===== src/rtl/fence_pkg.sv =====
// fence_pkg: FSM states, width helpers and N_PTS legality limits for fence_ccw_sort
package fence_pkg;
  typedef enum logic [2:0] {RECV, VEC, RANK, PLACE, OUT} state_t;
  localparam int N_MIN = 3;
  localparam int N_MAX = 16;
  function automatic bit n_legal(input int n);
    return n >= N_MIN && n <= N_MAX;
  endfunction
  function automatic int vec_w(input int cw);
    return cw + 1;
  endfunction
  function automatic int cross_w(input int cw);
    return 2 * cw + 3;
  endfunction
  function automatic int area_w(input int cw, input int n);
    return 2 * cw + $clog2(n) + 2;
  endfunction
endpackage


===== src/rtl/fence_cross.sv =====
// fence_cross: signed cross product a.x*b.y - b.x*a.y with sign/zero flags; full value exported under FENCE_AREA_EN
module fence_cross import fence_pkg::*; #(
  parameter int CW = 8
) (
  input logic signed [CW:0] ax,
  input logic signed [CW:0] ay,
  input logic signed [CW:0] bx,
  input logic signed [CW:0] by,
`ifdef FENCE_AREA_EN
  output logic signed [cross_w(CW)-1:0] c,
`endif
  output logic neg,
  output logic zero
);
  localparam int XW = cross_w(CW);
  logic signed [XW-1:0] cv;
  // operands are widened before multiplying so neither product nor difference can overflow
  always_comb begin
    cv = XW'(ax) * XW'(by) - XW'(bx) * XW'(ay);
    neg = cv[XW-1];
    zero = cv == '0;
  end
`ifdef FENCE_AREA_EN
  assign c = cv;
`endif
endmodule


===== src/rtl/fence_ccw_sort.sv =====
// fence_ccw_sort: collects N_PTS points, ranks them by angle about point 0, streams them counter-clockwise; FENCE_AREA_EN adds area2
module fence_ccw_sort import fence_pkg::*; #(
  parameter int N_PTS = 6,
  parameter int CW = 8,
  parameter int REL_OUT = 0
) (
  input logic clk,
  input logic reset,
  input logic give_valid,
  input logic [CW-1:0] dataX,
  input logic [CW-1:0] dataY,
  output logic in_ready,
  output logic signed [CW:0] ansX,
  output logic signed [CW:0] ansY,
  output logic out_valid,
  output logic out_last
`ifdef FENCE_AREA_EN
  ,
  output logic signed [area_w(CW, N_PTS)-1:0] area2
`endif
);
  localparam int IW = $clog2(N_PTS);
  localparam int VW = vec_w(CW);
  localparam logic [IW-1:0] LAST = IW'(N_PTS - 1);
  state_t state, nxt;
  logic [IW-1:0] idx, k, j, nidx;
  logic [CW-1:0] px [N_PTS];
  logic [CW-1:0] py [N_PTS];
  logic signed [VW-1:0] vx [N_PTS];
  logic signed [VW-1:0] vy [N_PTS];
  logic signed [VW-1:0] bx [N_PTS];
  logic signed [VW-1:0] by [N_PTS];
  logic [IW-1:0] rank [N_PTS];
  logic signed [VW-1:0] cax, cay, cbx, cby;
  logic cneg, czero;
`ifdef FENCE_AREA_EN
  localparam int AW = area_w(CW, N_PTS);
  logic signed [cross_w(CW)-1:0] c;
`endif
  assign in_ready = state == RECV;
  assign nidx = idx == LAST ? '0 : idx + 1'b1;
  // one cross unit: the (k,j) vector pair while ranking, consecutive output slots while streaming
  always_comb begin
`ifdef FENCE_AREA_EN
    cax = state == OUT ? bx[idx] : vx[k];
    cay = state == OUT ? by[idx] : vy[k];
    cbx = state == OUT ? bx[nidx] : vx[j];
    cby = state == OUT ? by[nidx] : vy[j];
`else
    cax = vx[k];
    cay = vy[k];
    cbx = vx[j];
    cby = vy[j];
`endif
  end
  fence_cross #(.CW(CW)) u_cross (
    .ax(cax),
    .ay(cay),
    .bx(cbx),
    .by(cby),
`ifdef FENCE_AREA_EN
    .c(c),
`endif
    .neg(cneg),
    .zero(czero)
  );
  // state register
  always_ff @(posedge clk or posedge reset)
    if (reset) state <= RECV;
    else state <= nxt;
  // next-state: each phase ends on the last point, pair or slot
  always_comb begin
    nxt = state;
    case (state)
      RECV: nxt = give_valid && idx == LAST ? VEC : RECV;
      VEC: nxt = RANK;
      RANK: nxt = k == LAST && j == LAST ? PLACE : RANK;
      PLACE: nxt = OUT;
      OUT: nxt = idx == LAST ? RECV : OUT;
      default: nxt = RECV;
    endcase
  end
  // datapath: capture, vectorise, rank by pairwise cross sign, permute, stream
  always_ff @(posedge clk or posedge reset)
    if (reset) begin
      idx <= '0;
      k <= '0;
      j <= '0;
      out_valid <= 1'b0;
      out_last <= 1'b0;
      ansX <= '0;
      ansY <= '0;
      for (int i = 0; i < N_PTS; i++) begin
        px[i] <= '0;
        py[i] <= '0;
        vx[i] <= '0;
        vy[i] <= '0;
        bx[i] <= '0;
        by[i] <= '0;
        rank[i] <= '0;
      end
    end else begin
      out_valid <= 1'b0;
      out_last <= 1'b0;
      case (state)
        RECV:
          if (give_valid) begin
            px[idx] <= dataX;
            py[idx] <= dataY;
            idx <= nidx;
          end
        VEC: begin
          k <= '0;
          j <= '0;
          for (int i = 0; i < N_PTS; i++) begin
            vx[i] <= $signed({1'b0, px[i]}) - $signed({1'b0, px[0]});
            vy[i] <= $signed({1'b0, py[i]}) - $signed({1'b0, py[0]});
            rank[i] <= '0;
          end
        end
        RANK: begin
          if (j != k && (cneg || (czero && j < k))) rank[k] <= rank[k] + 1'b1;
          j <= j == LAST ? '0 : j + 1'b1;
          if (j == LAST) k <= k == LAST ? '0 : k + 1'b1;
        end
        PLACE: begin
          idx <= '0;
          for (int i = 0; i < N_PTS; i++) begin
            bx[rank[i]] <= REL_OUT != 0 ? vx[i] : $signed({1'b0, px[i]});
            by[rank[i]] <= REL_OUT != 0 ? vy[i] : $signed({1'b0, py[i]});
          end
        end
        OUT: begin
          out_valid <= 1'b1;
          out_last <= idx == LAST;
          ansX <= bx[idx];
          ansY <= by[idx];
          idx <= nidx;
        end
        default: idx <= '0;
      endcase
    end
`ifdef FENCE_AREA_EN
  // shoelace accumulator restarts on slot 0 so the full sum appears with out_last, then holds
  always_ff @(posedge clk or posedge reset)
    if (reset) area2 <= '0;
    else if (state == OUT) area2 <= idx == '0 ? AW'(c) : area2 + AW'(c);
`endif
endmodule

===== config.mk =====
export PLATFORM = sky130hd
export DESIGN_NAME = fence_ccw_sort
export DESIGN_NICKNAME = d
export VERILOG_FILES = /design/src/rtl/fence_pkg.sv /design/src/rtl/fence_cross.sv /design/src/rtl/fence_ccw_sort.sv
export SDC_FILE = /design/constraint.sdc
export NUM_CORES = 2
export LEC_CHECK = 0
export BUFFER_PORTS_ARGS = -buffer_cell sky130_fd_sc_hd__buf_4
export CAP_MARGIN = 25
export CORE_MARGIN = 3
export CORE_UTILIZATION = 44
export DETAILED_ROUTE_END_ITERATION = 7
export MAX_ROUTING_LAYER = met4
export PLACE_DENSITY_LB_ADDON = 0.25
export SYNTH_ARGS = -nofsm -noshare
export SYNTH_HDL_FRONTEND = slang
export SYNTH_HIERARCHICAL = 1
export SYNTH_SLANG_ARGS = --single-unit

===== constraint.sdc =====
create_clock -name clk -period 19.3 [get_ports clk]
set_input_delay 3.86 -clock clk [delete_from_list [all_inputs] [get_ports clk]]
set_output_delay 3.86 -clock clk [all_outputs]
set_load 0.03 [all_outputs]

==> results.md <==
* Sw Pwr at 590 µW
* Area post-placement at 30400 µm²
* GRT Total Usage at 31.3%
* Initial DRC Count at 3058
* Synthesized Nets at 3574
* Avg WL per Cell at 26.9 µm
* Critical path's slowest cell: o21ai_0
* WHS Path Cells at 2
* PwrDens at 58.7 nW/µm²
* Final Instance Area at 31800 µm²
* Yosys top cell by area: dfrtp_1
* Reg clk slew, reported paths at 0.06 ns
* Crit path DAT at 10.85 ns
* Reg-to-reg endpoint: rank[2]
* Post-cts resize count at 0
* Synth Warn # at 6
* ANT nets after route at 0
* Number of flops mapped to enable cells by yosys at 0
* # clock sinks at 331
* Total Power at 1870 µW
* Worst setup EP type: register
* Reg2reg setup slack at 8.93 ns
* Commonest cells in the netlist: 331 x dfrtp_1, 309 x nand2_1, 258 x o21ai_0, 232 x inv_1, 189 x fa_1
* Count of state elements after synthesis at 331
* CTS tree: yes
* VDD IR-drop max at 52.0 µV
* Fin. Hold Viols at 0
* Cell variety after synth at 81
* Die area at 69700 µm²
* Setup WS pre-CTS at 9.05 ns
* Critical path class: reg2reg
* Startpoint types: register
* Comb power frac at 19.9%
* Cell with the most instances after synthesis: dfrtp_1
* Placer Congestion at 1.00
* Pins Over Slew Limit at 0
* PortBufs at 39
* Reg2Reg Launch Point: k[1]
* CP delay by family, top: adder cells
* Die W at 264 µm
* Nets@finish at 3512
* Static Leakage at 0.0138 µW
* Clock root cell: clkbuf_16
* Fillers at 6140
* Largest fanout on the critical path at 34
* Switching share of total power at 31.6%
* Area Overhead vs Synth at 8.54%
* Clock Skew at 0.0157 ns
* Vias per inst at 6.51
* Post-Route M1 WL at 47.7 mm
* Top Layer Used: met4
* Bufs and invs on worst path at 4
* Slew HR at 24.4%
* Synth top area cells: dfrtp_1 28%, fa_1 13%, ha_1 6.9%
* Met2 WL at 48.0 mm
* Internal power at 1280 µW
* Worst slew pin tran at 1.13 ns
* Critical Path RT at 19.78 ns
* Initial antenna violation count at 2
* RSZ-0062 raised after global routing: no
* R2R depth at 27
* Share of total power in the clock network at 38.9%
* Global-route wire length before repair at 164 mm
* Setup slack after layout at 8.93 ns
* Share of cells above drive strength 1 at 11.6%
* Crit path largest cell delay at 0.83 ns
* Status: complete, no violations
* Final period utilization at 53.7%
* Htree depth at 2
* Post-route minimum period at 10.37 ns
* Synth async-reset ratio at 100%
* Sequential element share of the synthesized area at 28.3%
* DRC violations left at 0
* Metal3 WL at 9.14 mm
* Vias at 26200
* Maximum clock path buffer count at 3
* Maximum clock rate at 96.4 MHz
* Drt pass-1 iters at 7
* Maxcap violations at 0
* Rows at 93
* Remaining Overflow, GRT at 0
* Crit-path most repeated cell: fa_1
* Cells after synthesis at 3204
* Die Ht at 264 µm
* Post-synthesis cell area at 29300 µm²
* Reg power frac at 41.2%
* Detailed placement HPWL at 81.4 mm
* Num CTS Buffers at 37
* Worst-skew pair later-pin latency at 0.57 ns
* Synth top area share at 28.3%
* Setup_tns at 0 ns
* Post-CTS setup buffer count at 0
* Final hold slack at 0.478 ns
* Ports at 40
* CORE AREA at 65200 µm²
* Drt total wl at 108 mm
* # hold bufs at CTS at 0
* Vias in the first global route at 25794
* Pin count of the biggest net entering global routing at 105
* Final setup fails at 0
* Hold crit path type: reg2reg
* Top_reg_cell synth: dfrtp_1
* Syn Area/Cell at 9.15 µm²
* Hold Path Origin: bx[6]
* Hold endpoint: bx[6]
* Initial core utilization at 45.0%
worst register-to-register path: cells and delay by family, from the launching register on:
| family | cells | cell delay [ns] |
|---|---|---|
| AND/OR/NAND/NOR | 8 | 2.55 |
| multiplexers | 2 | 0.60 |
| adder cells (fa/ha/maj) | 8 | 3.87 |
| AO/OA/AOI/OAI | 5 | 1.58 |
| flip-flops | 1 | 0.69 |
| buffers and inverters | 4 | 1.00 |
per-layer routing:
metal / vias to the layer above / global-route usage [%]
met4: 0 / 9.74
li1: 11413 / -
met5: - / -
met2: 1348 / 46.0
met3: 212 / 5.60
met1: 13227 / 44.1
flip-flops by register name, summed over array words and instances (netlist names), 8 cells and up:
register,cells
bx,48
by,48
px,48
py,48
vx,45
vy,45
rank,18
ansX,9
ansY,8
how the worst max path moves through the flow:
stage	cells past startpoint	to	startpoint	slack [ns]
6_report	27	rank[2]	k[1]	8.93
5_1_grt	27	rank[2]	k[1]	8.30
4_1_cts	27	rank[2]	k[1]	9.00
3_5_place_dp	27	rank[2]	k[1]	9.05
3_3_place_gp	27	rank[6]	k[1]	9.34
2_1_floorplan	1	ansX[0]	reset	6.27
cells by family after synthesis:
kind of cell / Yosys count / synth area share, %
AOI/OAI and AO/OA: 998 / 23.4
xor gates and xnor gates: 30 / 0.897
adders and majority gates: 351 / 19.8
buffers and inverters: 455 / 6.04
DFF: 331 / 28.3
muxes: 187 / 7.13
and+or+nand+nor: 852 / 14.4
layout by cell type (no fill, tap or decap), drive strengths merged, types with 56 or more instances in the layout:
cell type / synthesis / routed
dfrtp: 331 / 331
nand2: 309 / 309
o21ai: 284 / 284
inv: 232 / 234
fa: 189 / 189
a21oi: 177 / 177
nor2: 166 / 166
ha: 162 / 162
buf: 63 / 119
and2: 111 / 111
a221oi: 106 / 106
mux2: 91 / 91
mux2i: 88 / 88
o21a: 66 / 66
o31ai: 62 / 62
nor3: 59 / 59
nor2b: 56 / 56
metrics by stage:
| stage | util, % | std cells |
|---|---|---|
| floorplan | - | 3204 |
| global placement | 46.6 | 3941 |
| detailed placement | 46.7 | 3944 |
| CTS | 48.5 | 4009 |
| global route | 48.8 | 4025 |
| finish | 48.8 | 4025 |
layout make-up:
type	count	area, µm²	area share [%]
diodes	2	5.00	0.0157
inverters	234	886	2.79
clock inverters	12	124	0.389
multi-input cells	2418	19300	60.8
repair buffers	120	1010	3.17
well taps	855	1070	3.36
clock buffers	53	1080	3.38
flip-flops and latches	331	8280	26.0
power by group through the flow:
stage	registers [µW]	logic [µW]	clock network [µW]
detailed placement	779	362	0
global route	770	410	768
CTS	766	364	738
global placement	780	353	0
floorplan	752	263	0
finish	769	371	727
(Power assumes the default switching activity.)
